`src/rtl/lsu_pkg.sv`:
```
// lsu_pkg: shared types and constants for the load/store unit controller.
//   lsu_mode_e  - request size/extension encodings (req_mode)
//   lsu_state_e - controller FSM states
//   BE_*        - big-endian byte-enable patterns (bit 3 = byte offset 0)
//   TIMEOUT_DEF - default bound on REQ+WAIT_RD cycles
//   lsu_req_bad - flags misaligned or illegal-mode requests
package lsu_pkg;

    typedef enum logic [2:0] {
        MODE_WORD   = 3'b001,
        MODE_HALF_S = 3'b010,
        MODE_BYTE_S = 3'b011,
        MODE_HALF_U = 3'b100,
        MODE_BYTE_U = 3'b101
    } lsu_mode_e;

    typedef enum logic [1:0] {
        S_IDLE,
        S_REQ,
        S_WAIT_RD,
        S_RESP
    } lsu_state_e;

    localparam logic [3:0] BE_WORD  = 4'b1111;
    localparam logic [3:0] BE_HALF0 = 4'b1100;
    localparam logic [3:0] BE_BYTE0 = 4'b1000;

    localparam int unsigned TIMEOUT_DEF = 255;
    localparam int unsigned CNT_W       = 8;

    function automatic logic lsu_req_bad(input logic [2:0] mode, input logic [1:0] off);
        case (mode)
            MODE_WORD:                return off != 2'b00;
            MODE_HALF_S, MODE_HALF_U: return off[0];
            MODE_BYTE_S, MODE_BYTE_U: return 1'b0;
            default:                  return 1'b1;
        endcase
    endfunction

endpackage

```
`src/rtl/lsu_lane_align.sv`:
```
// lsu_lane_align: combinational big-endian lane steering.
//   mode      in  3   request mode (lsu_mode_e encoding)
//   offset    in  2   byte offset within the word
//   wdata     in  32  right-justified store data
//   rdata     in  32  read word from memory
//   wdata_al  out 32  store data placed in its lane(s)
//   be        out 4   byte enables (0 for illegal modes)
//   rdata_ext out 32  extracted and sign/zero-extended load data
module lsu_lane_align
    import lsu_pkg::*;
(
    input  logic [2:0]  mode,
    input  logic [1:0]  offset,
    input  logic [31:0] wdata,
    input  logic [31:0] rdata,
    output logic [31:0] wdata_al,
    output logic [3:0]  be,
    output logic [31:0] rdata_ext
);

    // Byte offset k lives at bits [31-8k -: 8]; halves at offset 0 or 2.
    logic [4:0] sh_b;
    logic [4:0] sh_h;
    logic [4:0] top_b;
    logic [4:0] top_h;
    logic [7:0] lane_b;
    logic [15:0] lane_h;
    logic       sgn;

    always_comb begin
        sh_b   = {~offset, 3'b000};
        sh_h   = offset[1] ? 5'd0 : 5'd16;
        top_b  = {~offset, 3'b111};
        top_h  = offset[1] ? 5'd15 : 5'd31;
        lane_b = rdata[top_b -: 8];
        lane_h = rdata[top_h -: 16];
        sgn    = (mode == MODE_HALF_S) || (mode == MODE_BYTE_S);

        wdata_al  = '0;
        be        = '0;
        rdata_ext = '0;
        case (mode)
            MODE_WORD: begin
                wdata_al  = wdata;
                be        = BE_WORD;
                rdata_ext = rdata;
            end
            MODE_HALF_S, MODE_HALF_U: begin
                wdata_al  = {16'b0, wdata[15:0]} << sh_h;
                be        = BE_HALF0 >> {offset[1], 1'b0};
                rdata_ext = {{16{sgn & lane_h[15]}}, lane_h};
            end
            MODE_BYTE_S, MODE_BYTE_U: begin
                wdata_al  = {24'b0, wdata[7:0]} << sh_b;
                be        = BE_BYTE0 >> offset;
                rdata_ext = {{24{sgn & lane_b[7]}}, lane_b};
            end
            default: ;
        endcase
    end

endmodule

```
`src/rtl/lsu_ctrl.sv`:
```
// lsu_ctrl: load/store unit controller.
// Accepts one load/store from execute (req_*), checks alignment, issues a
// valid/ready request to a big-endian byte-addressed memory (mem_*), and
// returns extended load data or store completion as a one-cycle pulse (resp_*).
// stall is high whenever a transaction is in flight. REQ+WAIT_RD time is
// bounded by TIMEOUT cycles, after which the transaction ends with resp_err.
// All outputs come from flops or decode of state/latched request only.
module lsu_ctrl
    import lsu_pkg::*;
#(
    parameter int unsigned TIMEOUT = TIMEOUT_DEF
) (
    input  logic        clk,
    input  logic        rst_n,
    input  logic        req_valid,
    output logic        req_ready,
    input  logic        req_we,
    input  logic [2:0]  req_mode,
    input  logic [31:0] req_addr,
    input  logic [31:0] req_wdata,
    input  logic [4:0]  req_rd,
    output logic        mem_valid,
    input  logic        mem_ready,
    output logic        mem_we,
    output logic [31:0] mem_addr,
    output logic [31:0] mem_wdata,
    output logic [3:0]  mem_be,
    input  logic [31:0] mem_rdata,
    input  logic        mem_rvalid,
    output logic        resp_valid,
    output logic [31:0] resp_data,
    output logic [4:0]  resp_rd,
    output logic        resp_err,
    output logic        stall
);

    lsu_state_e       state_q, state_d;
    logic             we_q, we_d;
    logic [2:0]       mode_q, mode_d;
    logic [31:0]      addr_q, addr_d;
    logic [31:0]      wdata_q, wdata_d;
    logic [4:0]       rd_q, rd_d;
    logic [CNT_W-1:0] cnt_q, cnt_d;
    logic [31:0]      resp_data_q, resp_data_d;
    logic [4:0]       resp_rd_q, resp_rd_d;
    logic             resp_err_q, resp_err_d;

    logic [31:0] wdata_al;
    logic [3:0]  be_al;
    logic [31:0] rdata_ext;
    logic        timed_out;

    // Steering runs off the latched request so memory-side outputs never
    // depend combinationally on req_* inputs; a reset latch decodes to zero.
    lsu_lane_align u_align (
        .mode      (mode_q),
        .offset    (addr_q[1:0]),
        .wdata     (wdata_q),
        .rdata     (mem_rdata),
        .wdata_al  (wdata_al),
        .be        (be_al),
        .rdata_ext (rdata_ext)
    );

    assign timed_out = (cnt_q == CNT_W'(TIMEOUT - 1));

    always_comb begin
        state_d     = state_q;
        we_d        = we_q;
        mode_d      = mode_q;
        addr_d      = addr_q;
        wdata_d     = wdata_q;
        rd_d        = rd_q;
        cnt_d       = cnt_q;
        resp_data_d = resp_data_q;
        resp_rd_d   = resp_rd_q;
        resp_err_d  = resp_err_q;

        case (state_q)
            S_IDLE: begin
                if (req_valid) begin
                    we_d    = req_we;
                    mode_d  = req_mode;
                    addr_d  = req_addr;
                    wdata_d = req_wdata;
                    rd_d    = req_rd;
                    if (lsu_req_bad(req_mode, req_addr[1:0])) begin
                        state_d     = S_RESP;
                        resp_err_d  = 1'b1;
                        resp_data_d = '0;
                        resp_rd_d   = req_we ? 5'd0 : req_rd;
                    end else begin
                        state_d = S_REQ;
                        cnt_d   = '0;
                    end
                end
            end
            S_REQ: begin
                cnt_d = cnt_q + 1'b1;
                if (mem_ready) begin
                    if (we_q) begin
                        state_d     = S_RESP;
                        resp_err_d  = 1'b0;
                        resp_data_d = '0;
                        resp_rd_d   = '0;
                    end else begin
                        state_d = S_WAIT_RD;
                    end
                end else if (timed_out) begin
                    state_d     = S_RESP;
                    resp_err_d  = 1'b1;
                    resp_data_d = '0;
                    resp_rd_d   = we_q ? 5'd0 : rd_q;
                end
            end
            S_WAIT_RD: begin
                cnt_d = cnt_q + 1'b1;
                if (mem_rvalid) begin
                    state_d     = S_RESP;
                    resp_err_d  = 1'b0;
                    resp_data_d = rdata_ext;
                    resp_rd_d   = rd_q;
                end else if (timed_out) begin
                    state_d     = S_RESP;
                    resp_err_d  = 1'b1;
                    resp_data_d = '0;
                    resp_rd_d   = rd_q;
                end
            end
            S_RESP: begin
                state_d = S_IDLE;
            end
            default: state_d = S_IDLE;
        endcase
    end

    always_ff @(posedge clk) begin
        if (!rst_n) begin
            state_q     <= S_IDLE;
            we_q        <= 1'b0;
            mode_q      <= '0;
            addr_q      <= '0;
            wdata_q     <= '0;
            rd_q        <= '0;
            cnt_q       <= '0;
            resp_data_q <= '0;
            resp_rd_q   <= '0;
            resp_err_q  <= 1'b0;
        end else begin
            state_q     <= state_d;
            we_q        <= we_d;
            mode_q      <= mode_d;
            addr_q      <= addr_d;
            wdata_q     <= wdata_d;
            rd_q        <= rd_d;
            cnt_q       <= cnt_d;
            resp_data_q <= resp_data_d;
            resp_rd_q   <= resp_rd_d;
            resp_err_q  <= resp_err_d;
        end
    end

    assign req_ready  = (state_q == S_IDLE);
    assign stall      = (state_q != S_IDLE);
    assign mem_valid  = (state_q == S_REQ);
    assign resp_valid = (state_q == S_RESP);
    assign mem_we     = we_q;
    assign mem_addr   = {addr_q[31:2], 2'b00};
    assign mem_wdata  = wdata_al;
    assign mem_be     = be_al;
    assign resp_data  = resp_data_q;
    assign resp_rd    = resp_rd_q;
    assign resp_err   = resp_err_q;

endmodule

```
`config.mk`:
```
export PLATFORM = sky130hd
export DESIGN_NAME = lsu_ctrl
export DESIGN_NICKNAME = d
export VERILOG_FILES = /design/src/rtl/lsu_pkg.sv /design/src/rtl/lsu_lane_align.sv /design/src/rtl/lsu_ctrl.sv
export SDC_FILE = /design/constraint.sdc
export NUM_CORES = 1
export LEC_CHECK = 0
export CAP_MARGIN = 40
export CORE_MARGIN = 5
export CORE_UTILIZATION = 40
export DETAILED_ROUTE_END_ITERATION = 16
export GPL_TIMING_DRIVEN = 0
export PLACE_DENSITY = 0.78
export SETUP_SLACK_MARGIN = 0.15
export SLEW_MARGIN = 25
export SYNTH_ARGS = -nofsm -noshare
export SYNTH_HDL_FRONTEND = slang
export SYNTH_SLANG_ARGS = --single-unit
```
`constraint.sdc`:
```
create_clock -name clk -period 1.75 [get_ports clk]
set_input_delay 0.4375 -clock clk [delete_from_list [all_inputs] [get_ports clk]]
set_output_delay 0.4375 -clock clk [all_outputs]
set_load 0.01 [all_outputs]
```
==> summary.txt, run 1 <==
Most common flop cell mapped by yosys - sky130_fd_sc_hd__dfxtp_1
Count of buffering cells on the critical path with inverters included - 5
Worst R2R End - resp_data[11]
Final #Nets - 1146
Leakage dissipation - 0.00501 µW
Via total after detailed routing - 7376
Cell type contributing the most total cell area after synthesis - sky130_fd_sc_hd__dfxtp_1
Count of input and output buffers - 217
First drt pass iteration count - 5
Remaining global-route overflow - 0
Worst endpoint data arrival time - 2.11 ns
Ys async rst share - 0%
Area share of the largest cell type after synthesis - 41.5%
Total I/O pin count - 221
Mapped Cells - 684
Filler Cell Count - 766
Relative slew slack - 48.3%
Type of the tightest min-delay check - in -> reg
Slowest library cell on the worst path - sky130_fd_sc_hd__dfxtp_2
Number of failing hold endpoints at the final stage - 0
Worst-case reg-to-reg path depth - 8
Number of buffers created by CTS - 17
Vias in the first global route - 6855
Clock Tree Buf Depth - 2
CP startpoint kind - register
Biggest fanout along the worst timing path - 7
CTS H-tree lvls - 4
Post-synth EDFFs - 0
Area of the mapped netlist - 5830 µm²
Upper clock frequency limit - 392 MHz
Final worst clock skew - 0.0151 ns
Largest cells by area after synthesis - sky130_fd_sc_hd__dfxtp_1, sky130_fd_sc_hd__a21oi_1, sky130_fd_sc_hd__nand2_1
Number of warnings issued by yosys - 0
Average cell area after synthesis - 8.52 µm²
Avg WL per Cell - 24.1 µm
Power density over the cells - 1370 nW/µm²
Later-pin clock latency in the skew report - 0.44 ns
Final slew viol count - 0
Final setup violation count - 157
Endpoint required time on the critical path - 1.31 ns
Portion of the post-synthesis area used by sequential elements - 41.5%
Antenna Nets Post-Route - 0
List of most frequent post-synthesis cells - sky130_fd_sc_hd__nand2_1, sky130_fd_sc_hd__a21oi_1, sky130_fd_sc_hd__dfxtp_1, sky130_fd_sc_hd__buf_4, sky130_fd_sc_hd__clkbuf_1
Final standard cell utilization of the core - 80.6%
Cell at the root of the clock tree - sky130_fd_sc_hd__clkbuf_16
Initial core utilization - 40.4%
Final setup slack of the worst path - -0.800 ns
Area added between synthesis and finish - 99.3%
Global routing usage summed across all routing layers - 28.4%
Max-capacitance violation count - 0
Time the worst path needs with I/O delays and setup - 2.55 ns
Die height - 131 µm
Status - complete, but fails checks
Ratio of cells with drive above 1 in the final layout - 50.5%
Remaining DRCs - 0
Class of the most critical setup path - reg -> out
Core area - 14400 µm²
Setup repair after global routing missed its margin - yes
Maximum number of pins on one net before global-route repair - 17
Area of the die - 17100 µm²
Std-Cell Rows - 44
Terminating pin of the worst hold path - state_q[1]
Failing checks - negative setup slack
Initial DRC Count - 672
Initial antenna violation count - 3
Worst hold start - rst_n
Post-detailed-placement half-perimeter wirelength - 14700 µm
Worst r2r src - state_q[1]
Worst VDD drop - 0.000995 V
TritonCTS clock tree - yes
Slew at the pin closest to its max-slew limit - 0.776 ns
Detail-routed via count per cell - 5.99
Most frequent cell after synthesis - sky130_fd_sc_hd__nand2_1
Global-route wire length before repair - 37300 µm
Tcrit/Tclk final - 146%
Synth Register Bits - 121
Max incr delay on CP - 0.33 ns
WL final - 29700 µm
Reg clk slew, reported paths - 0.06 ns
Post-placement worst setup slack - -0.828 ns
Setup crit start - mode_q[2]
Last weighted congestion value of the routability-driven placer - 0.826
Yosys cell types - 62
Worst hold path depth - 3
Setup slack on the worst flop-to-flop path - -0.43 ns
Crit path max-delay family - buffers and inverters
Setup crit end kind - primary output
Die extent in x - 131 µm
Cells along the critical path - buf_8, xnor2_4, buf_12, nor3b_4, buf_6, a222oi_1, inv_1, buf_2
Clock Sinks - 121
-- sequential cells by signal (all words and copies together), names as in the netlist --
signal,flops
resp_data,32
wdata_q,32
mode_q,3
mem_we,1
rd_q,5
resp_rd,5
addr_q,32
state_q,2
cnt_q,8
resp_err,1
-- kinds of logic (layout without fill, tap and decap cells) --
logic type               count (synthesis)  count (layout)  share of synthesized area (%)
other                                    1               6                         0.0643
AND/OR/NAND/NOR                        223             224                           17.8
flip-flops                             121             121                           41.5
multiplexers                             2               2                          0.558
adder cells (fa/ha/maj)                  6               6                           1.29
AO/OA/AOI/OAI                          230             230                           28.5
buffers and inverters                   99             456                           9.66
XOR/XNOR                                 2               2                          0.622
-- layout make-up --
class / count / area (µm²) / share of cell area, %
well taps: 184 / 230 / 1.98
flip-flops and latches: 121 / 2440 / 21.0
multi-input cells: 466 / 4180 / 35.9
diodes: 4 / 10.0 / 0.0861
inverters: 19 / 87.6 / 0.754
repair buffers: 325 / 3270 / 28.1
plain buffers: 80 / 822 / 7.07
clock inverters: 11 / 123 / 1.06
clock buffers: 21 / 460 / 3.96
-- power by group --
group          switching, µW  internal, µW  total (µW)
combinational           4370          4370        8740
clock                   1410          2170        3580
sequential               361          3200        3560
-- per-stage QoR --
step | std cells | power, µW | setup TNS, ns | instance area [µm²] | hold slack (ns)
finish | 1231 | 15900 | -47.09 | 11600 | 0.452
CTS | 1206 | 14300 | -30.42 | 10600 | 0.395
detailed placement | 1086 | 8250 | -97.94 | 8500 | 0.447
global route | 1229 | 16400 | -52.24 | 11600 | 0.454
global placement | 1086 | 8200 | -96.04 | 8500 | 0.441
floorplan | 685 | 6500 | -1.38 | 6100 | 0.436
-- repair_timing --
action / in CTS / in global routing
setup endpoints to repair: 228 / 185
setup buffers: 69 / 20
resized for setup: 492 / 228
hold buffers: 0 / 0
cloned: 19 / 1
pin swaps: 86 / 87
-- worst min-delay path, cell delays in order --
cell and delay, ns:
sky130_fd_sc_hd__buf_2 0.21, sky130_fd_sc_hd__nand2_1 0.11, sky130_fd_sc_hd__o32ai_1 0.07
-- layout by cell type (no fill, tap or decap), types with 14 or more instances in the layout --
cell type	netlist	layout
sky130_fd_sc_hd__dlygate4sd2_1	0	55
sky130_fd_sc_hd__nand2_4	0	61
sky130_fd_sc_hd__o2bb2ai_2	10	22
sky130_fd_sc_hd__buf_4	36	78
sky130_fd_sc_hd__nand2_1	156	81
sky130_fd_sc_hd__clkdlybuf4s15_1	0	21
sky130_fd_sc_hd__clkdlybuf4s50_1	0	99
sky130_fd_sc_hd__clkbuf_16	0	30
sky130_fd_sc_hd__dfxtp_1	121	108
sky130_fd_sc_hd__a22o_1	23	23
sky130_fd_sc_hd__a21oi_1	121	31
sky130_fd_sc_hd__nand2_2	0	14
sky130_fd_sc_hd__buf_2	9	20
sky130_fd_sc_hd__buf_6	6	79
sky130_fd_sc_hd__a21oi_2	0	90
-- worst max-delay path by stage --
stage | to | slack, ns | depth (start not counted)
floorplan | mem_wdata[26] | -0.08 | 6
finish | mem_wdata[24] | -0.80 | 8
detailed placement | mem_wdata[28] | -0.83 | 6
global placement | mem_wdata[28] | -0.81 | 6
global route | mem_wdata[31] | -0.83 | 8
CTS | mem_wdata[6] | -0.73 | 9
-- metal layers --
| layer | share of wire (%) | routed length [µm] | track usage [%] |
|---|---|---|---|
| met5 | 0.044 | 13 | 0 |
| met4 | 6.2 | 1840 | 11.7 |
| met3 | 11 | 3140 | 9.55 |
| met2 | 49 | 14600 | 49.5 |
| met1 | 34 | 10100 | 31.8 |
Note: power is estimated with default switching activity, not from simulation.
==> inputs of run 2 (changes only) <==
==> constraint.sdc (replaced) <==
create_clock -name clk -period 1.75 [get_ports clk]
set_input_delay 0.4375 -clock clk [delete_from_list [all_inputs] [get_ports clk]]
set_output_delay 0.4375 -clock clk [all_outputs]
set_load 0.005 [all_outputs]
==> run 2 against run 1 <==
Against the previous run:
- critical endpoint is now mem_wdata[7]
- count of clock-buffer cells in the layout down 1
- the run still ends with negative setup slack left
- hold slack got worse by 0.0077 ns
- first-iteration DRC count is 19% lower
- non-clock buffer count grew 12
- die area stayed put
- via count hardly changed
- flip-flop and latch count is the same
- combinational power up 3.0%
- clock skew decreased by 0.0047 ns
- worst setup slack lost 0.065 ns
- critical path type unchanged
- routed wire length decreased by 1.5%
- sequential power about the same
==> summary.txt, run 2 (synthesis gave the netlist of run 1 again) <==
Post-placement worst setup slack - -0.817 ns (was -0.828 ns)
Area added between synthesis and finish - 104% (was 99.3%)
Antenna Nets Post-Route - 0 (unchanged)
Ratio of cells with drive above 1 in the final layout - 51.4% (was 50.5%)
Max-capacitance violation count - 0 (unchanged)
Type of the tightest min-delay check - in -> reg (unchanged)
Filler Cell Count - 777 (was 766)
Initial DRC Count - 545 (was 672)
Reg power frac - 21.2% (was 22.4%)
Power dissipated by switching net loads - 6110 µW (was 6140 µW)
Worst hold start - rst_n (unchanged)
TritonCTS clock tree - yes (unchanged)
Worst hold path depth - 3 (unchanged)
Worst r2r src - mode_q[2] (was state_q[1])
Area of the die - 17100 µm² (unchanged)
Slew at the pin closest to its max-slew limit - 0.738 ns (was 0.776 ns)
Relative slew slack - 50.8% (was 48.3%)
Final #Nets - 1158 (was 1146)
Post-detailed-placement half-perimeter wirelength - 14200 µm (was 14700 µm)
Count of inserted antenna diode cells - 0 (was 4)
Fraction of power consumed by the clock network - 25.2% (was 22.5%)
First drt pass iteration count - 6 (was 5)
CTS H-tree lvls - 4 (unchanged)
Worst endpoint data arrival time - 2.18 ns (was 2.11 ns)
Power density over the cells - 1410 nW/µm² (was 1370 nW/µm²)
Later-pin clock latency in the skew report - 0.43 ns (was 0.44 ns)
Reg clk slew, reported paths - 0.06 ns (about the same)
Remaining global-route overflow - 0 (unchanged)
Leading cell types in the layout, fill and taps excluded - sky130_fd_sc_hd__clkdlybuf4s50_1, sky130_fd_sc_hd__dfxtp_1, sky130_fd_sc_hd__a21oi_2 (was sky130_fd_sc_hd__dfxtp_1, sky130_fd_sc_hd__clkdlybuf4s50_1, sky130_fd_sc_hd__a21oi_2)
Leading cell type in the layout, fill and taps excluded - sky130_fd_sc_hd__clkdlybuf4s50_1 (was sky130_fd_sc_hd__dfxtp_1)
Cell at the root of the clock tree - sky130_fd_sc_hd__clkbuf_16 (unchanged)
Endpoint required time on the critical path - 1.31 ns (about the same)
Final setup violation count - 156 (was 157)
Die extent in x - 131 µm (unchanged)
Upper clock frequency limit - 382 MHz (was 392 MHz)
Count of input and output buffers - 217 (unchanged)
Detail-routed via count per cell - 5.95 (was 5.99)
Vias in the first global route - 7037 (was 6855)
Final setup slack of the worst path - -0.866 ns (was -0.800 ns)
Worst VDD drop - 0.000872 V (was 0.000995 V)
Fraction of power spent switching nets - 36.4% (was 38.7%)
Final slew viol count - 0 (unchanged)
Worst-case reg-to-reg path depth - 10 (was 8)
Setup slack on the worst flop-to-flop path - -0.47 ns (was -0.43 ns)
Remaining DRCs - 0 (unchanged)
Via total after detailed routing - 7372 (was 7376)
Die height - 131 µm (unchanged)
Initial antenna violation count - 0 (was 3)
Number of failing hold endpoints at the final stage - 0 (unchanged)
Clock Sinks - 121 (unchanged)
Maximum number of pins on one net before global-route repair - 17 (unchanged)
Class of the most critical setup path - reg -> out (unchanged)
WL final - 29300 µm (was 29700 µm)
Last weighted congestion value of the routability-driven placer - 0.853 (was 0.826)
Global routing usage summed across all routing layers - 28.7% (was 28.4%)
Worst R2R End - resp_data[14] (was resp_data[11])
Combinational fraction of design power - 53.6% (was 55.0%)
Leakage dissipation - 0.00522 µW (was 0.00501 µW)
Biggest fanout along the worst timing path - 7 (unchanged)
Clock Tree Buf Depth - 2 (unchanged)
Total I/O pin count - 221 (unchanged)
Area occupied by multi-input gates - 4290 µm² (was 4180 µm²)
CP startpoint kind - register (unchanged)
Avg WL per Cell - 23.6 µm (was 24.1 µm)
Terminating pin of the worst hold path - state_q[0] (was state_q[1])
Failing checks - negative setup slack (unchanged)
Min Hold Slack - 0.444 ns (was 0.452 ns)
Core area - 14400 µm² (unchanged)
Std-Cell Rows - 44 (unchanged)
Final worst clock skew - 0.0105 ns (was 0.0151 ns)
Setup repair after global routing missed its margin - yes (unchanged)
Setup crit start - mode_q[1] (was mode_q[2])
Tcrit/Tclk final - 149% (was 146%)
Global-route wire length before repair - 38000 µm (was 37300 µm)
Status - complete, but fails checks (unchanged)
Area used by sequential logic in the layout - 2460 µm² (was 2440 µm²)
Time the worst path needs with I/O delays and setup - 2.62 ns (was 2.55 ns)
Initial core utilization - 40.4% (unchanged)
Setup crit end kind - primary output (unchanged)
Internal power contribution - 10700 µW (was 9740 µW)
Number of buffers created by CTS - 17 (unchanged)
[run 2: changes by cell type in the layout (fill, tap and decap cells not counted), moves of 7 or more]
cell / delta
sky130_fd_sc_hd__dfxtp_1: -13
sky130_fd_sc_hd__buf_8: +7
sky130_fd_sc_hd__dlygate4sd2_1: +22
sky130_fd_sc_hd__clkdlybuf4s15_1: -14
sky130_fd_sc_hd__buf_2: +8
sky130_fd_sc_hd__dfxtp_2: +13
[run 2: worst max-delay path by stage]
stage                    end  slack (ns)  depth (start not counted)
2_1_floorplan  mem_wdata[26]       -0.03                          6
3_3_place_gp   mem_wdata[26]       -0.80                          6
3_5_place_dp   mem_wdata[30]       -0.82                          6
4_1_cts        mem_wdata[22]       -0.73                          9
5_1_grt         mem_wdata[7]       -0.94                          7
6_report        mem_wdata[7]       -0.87                          7
[run 2: cell type report]
cell class | count | share of cell area [%]
multi-input cells | 466 | 36.0
repair buffers | 338 | 27.8
flip-flops and latches | 121 | 20.6
plain buffers | 79 | 7.07
clock buffers | 20 | 3.75
clock inverters | 12 | 2.06
well taps | 184 | 1.93
inverters | 19 | 0.704
[run 2: stage by stage]
step                utilization, %  instances  power [µW]  cell area [µm²]  TNS (ns)
finish                        82.6       1239       16800            11900    -50.33
global route                  82.6       1239       17400            11900    -57.03
CTS                           74.1       1216       14600            10700    -27.39
detailed placement            58.8       1086        8080             8470   -106.31
global placement              58.8       1086        8020             8470   -100.81
floorplan                        -        685        6350             6070    -0.358
[run 2: power groups by stage]
stage / Clock [µW] / Combinational (µW) / Sequential (µW)
global route: 4380 / 9390 / 3600
global placement: 0 / 4470 / 3550
finish: 4230 / 9000 / 3560
CTS: 4200 / 6910 / 3510
floorplan: 0 / 2860 / 3480
detailed placement: 0 / 4520 / 3560
[run 2: what timing repair did]
action                     4_1_cts  5_1_grt
setup endpoints to repair      228      162
buffers inserted                84       18
gates cloned                    15        5
pin swaps                      107       77
gates resized for setup        470      244
hold buffers                     0        0
hold endpoints to repair         0        0
[run 2: critical path, stage by stage (launching register included)]
cell and delay, ns:
sky130_fd_sc_hd__dfxtp_2 0.32, sky130_fd_sc_hd__buf_6 0.14, sky130_fd_sc_hd__nand2_1 0.22, sky130_fd_sc_hd__nand2_4 0.10, sky130_fd_sc_hd__o31ai_4 0.41, sky130_fd_sc_hd__buf_6 0.19, sky130_fd_sc_hd__and2_1 0.15, sky130_fd_sc_hd__clkdlybuf4s15_1 0.24
[run 2: routing by layer]
| metal | vias to the layer above | track usage [%] | part of all wire [%] | wire length (µm) |
|---|---|---|---|---|
| met1 | 3571 | 32.9 | 36 | 10500 |
| met2 | 490 | 49.2 | 49 | 14300 |
| met4 | 0 | 13.2 | 5.9 | 1710 |
| li1 | 3151 | - | - | - |
| met3 | 160 | 8.66 | 9.5 | 2790 |
| met5 | - | 0 | 0 | 0 |
==> inputs of run 3 (changes only) <==
HOLD_SLACK_MARGIN = 0.02   (was not set)
MAX_ROUTING_LAYER = met4   (was not set)
==> run 3 against run 2 <==
Against the previous run:
- the flow still finishes with violations (negative setup slack)
- maximum frequency increased by 0.81%
- global-route usage increased by 0.94 points
- clock skew decreased by 0.0015 ns
==> summary.txt, run 3 (synthesis gave the netlist of run 1 again) <==
Clock Tree Buf Depth - 2 (unchanged)
Clock Sinks - 121 (unchanged)
Number of failing hold endpoints at the final stage - 0 (unchanged)
Area added between synthesis and finish - 105% (was 104%)
Setup crit end kind - primary output (unchanged)
Filler Cell Count - 777 (unchanged)
Worst endpoint data arrival time - 2.16 ns (was 2.18 ns)
Initial DRC Count - 773 (was 545)
Leakage dissipation - 0.00523 µW (was 0.00522 µW)
Reg clk slew, reported paths - 0.06 ns (about the same)
Count of input and output buffers - 217 (unchanged)
Slew at the pin closest to its max-slew limit - 0.741 ns (was 0.738 ns)
Cell at the root of the clock tree - sky130_fd_sc_hd__clkbuf_16 (unchanged)
Post-layout instance count excluding filler cells - 1240 (was 1239)
Slowest library cell on the worst path - sky130_fd_sc_hd__dfxtp_2 (was sky130_fd_sc_hd__o31ai_4)
Remaining global-route overflow - 0 (unchanged)
Placed cells - 1086 (unchanged)
Initial core utilization - 40.4% (unchanged)
Biggest fanout along the worst timing path - 6 (was 7)
Upper clock frequency limit - 385 MHz (was 382 MHz)
Relative slew slack - 50.6% (was 50.8%)
Last weighted congestion value of the routability-driven placer - 0.867 (was 0.853)
Class of the most critical setup path - reg -> out (unchanged)
Power density over the cells - 1420 nW/µm² (was 1410 nW/µm²)
Critical Path Most Common Cell - sky130_fd_sc_hd__buf_6 (unchanged)
Vias in the first global route - 7074 (was 7037)
TritonCTS clock tree - yes (unchanged)
Terminating pin of the worst hold path - state_q[0] (unchanged)
Die extent in x - 131 µm (unchanged)
Time the worst path needs with I/O delays and setup - 2.59 ns (was 2.62 ns)
Core area - 14400 µm² (unchanged)
Final setup slack of the worst path - -0.845 ns (was -0.866 ns)
CP startpoint kind - register (unchanged)
Worst r2r src - mode_q[2] (unchanged)
Number of buffers created by CTS - 17 (unchanged)
CTS H-tree lvls - 4 (unchanged)
Std-Cell Rows - 44 (unchanged)
Status - complete, but fails checks (unchanged)
Worst VDD drop - 0.000878 V (was 0.000872 V)
Global routing usage summed across all routing layers - 29.7% (was 28.7%)
Max incr delay on CP - 0.31 ns (was 0.41 ns)
Final setup violation count - 157 (was 156)
Avg WL per Cell - 24.4 µm (was 23.6 µm)
Die height - 131 µm (unchanged)
Worst hold start - rst_n (unchanged)
Antenna Nets Post-Route - 0 (unchanged)
Setup slack on the worst flop-to-flop path - -0.45 ns (was -0.47 ns)
Global-route wire length before repair - 38000 µm (about the same)
Initial antenna violation count - 0 (unchanged)
Remaining DRCs - 0 (unchanged)
Final #Nets - 1158 (unchanged)
Max-capacitance violation count - 0 (unchanged)
Ratio of cells with drive above 1 in the final layout - 51.5% (was 51.4%)
Later-pin clock latency in the skew report - 0.43 ns (about the same)
Total I/O pin count - 221 (unchanged)
Setup repair after global routing missed its margin - yes (unchanged)
Worst R2R End - resp_data[12] (was resp_data[14])
Via total after detailed routing - 7532 (was 7372)
Type of the tightest min-delay check - in -> reg (unchanged)
Worst hold path depth - 3 (unchanged)
Area occupied by multi-input gates - 4320 µm² (was 4290 µm²)
Detail-routed via count per cell - 6.07 (was 5.95)
Area of the die - 17100 µm² (unchanged)
Post-detailed-placement half-perimeter wirelength - 14200 µm (unchanged)
Setup TNS - -50.97 ns (was -50.33 ns)
WL final - 30300 µm (was 29300 µm)
Area used by sequential logic in the layout - 2460 µm² (unchanged)
Tcrit/Tclk final - 148% (was 149%)
Cells along the critical path - buf_6, xnor2_4, buf_6, nor3b_4, buf_6, buf_6, a222oi_1, inv_1, buf_2 (was buf_6, nand2_1, nand2_4, o31ai_4, buf_6, and2_1, clkdlybuf4s15_1)
First drt pass iteration count - 5 (was 6)
Final worst clock skew - 0.00896 ns (was 0.0105 ns)
Failing checks - negative setup slack (unchanged)
Final slew viol count - 0 (unchanged)
Leading cell types in the layout, fill and taps excluded - sky130_fd_sc_hd__clkdlybuf4s50_1, sky130_fd_sc_hd__dfxtp_1, sky130_fd_sc_hd__a21oi_2 (unchanged)
Leading cell type in the layout, fill and taps excluded - sky130_fd_sc_hd__clkdlybuf4s50_1 (unchanged)
Maximum number of pins on one net before global-route repair - 17 (unchanged)
Endpoint required time on the critical path - 1.31 ns (about the same)
Worst-case reg-to-reg path depth - 10 (unchanged)
-- run 3: changes by cell type in the layout (fill, tap and decap cells not counted), sizes merged --
cell / before / now
clkdlybuf4s15: 8 / 7
dlygate4sd2: 77 / 78
diode: 0 / 1
-- run 3: how the worst max path moves through the flow --
stage	startpoint	end	cells past startpoint
3_5_place_dp	mode_q[1]	mem_wdata[30]	6
2_1_floorplan	mode_q[2]	mem_wdata[26]	6
3_3_place_gp	mode_q[0]	mem_wdata[26]	6
4_1_cts	mode_q[1]	mem_wdata[22]	9
5_1_grt	mode_q[2]	mem_wdata[29]	9
6_report	mode_q[2]	mem_wdata[29]	9
-- run 3: timing repair --
item,in CTS,in global routing
gates resized for setup,470,245
cloned,15,5
pin swaps,107,78
buffers inserted,84,18
setup endpoints to repair,228,161
hold buffers,0,0
-- run 3: per-stage QoR --
step	util, %	setup slack (ns)	power [µW]	area (µm²)	hold slack (ns)
finish	82.7	-0.845	16900	11900	0.447
global route	82.7	-0.935	17400	11900	0.436
detailed placement	58.8	-0.817	8080	8470	0.447
floorplan	-	-0.0284	6350	6070	0.436
global placement	58.8	-0.800	8020	8470	0.442
CTS	74.1	-0.725	14600	10700	0.402
-- run 3: worst max-delay path, delay by kind of cell, from the launching register on --
family	cells	cell delay, ns
flip-flops	1	0.31
AND/OR/NAND/NOR	1	0.06
AO/OA/AOI/OAI	1	0.29
XOR/XNOR	1	0.28
buffers and inverters	6	0.78
-- run 3: area by class of cell --
class | count | share of cell area (%)
Multi-Input combinational cell | 466 | 36.2
Tap cell | 184 | 1.93
Clock buffer | 20 | 3.74
Buffer | 79 | 7.06
Antenna cell | 1 | 0.0210
Sequential cell | 121 | 20.6
Clock inverter | 12 | 2.06
Timing Repair Buffer | 338 | 27.7
Inverter | 19 | 0.703
-- run 3: layer usage --
metal  vias up  global-route usage (%)  wire (µm)
li1       3161                       -          -
met1      3616                    33.8      10800
met2       579                    49.1      14600
met3       176                    7.60       2970
met4         0                    13.3       1900
met5         -                       -          0
-- run 3: report_power, final --
part / internal [µW] / switching, µW / total [µW]
combinational: 4620 / 4480 / 9100
sequential: 3200 / 359 / 3560
clock: 2850 / 1380 / 4230
total: 10700 / 6220 / 16900
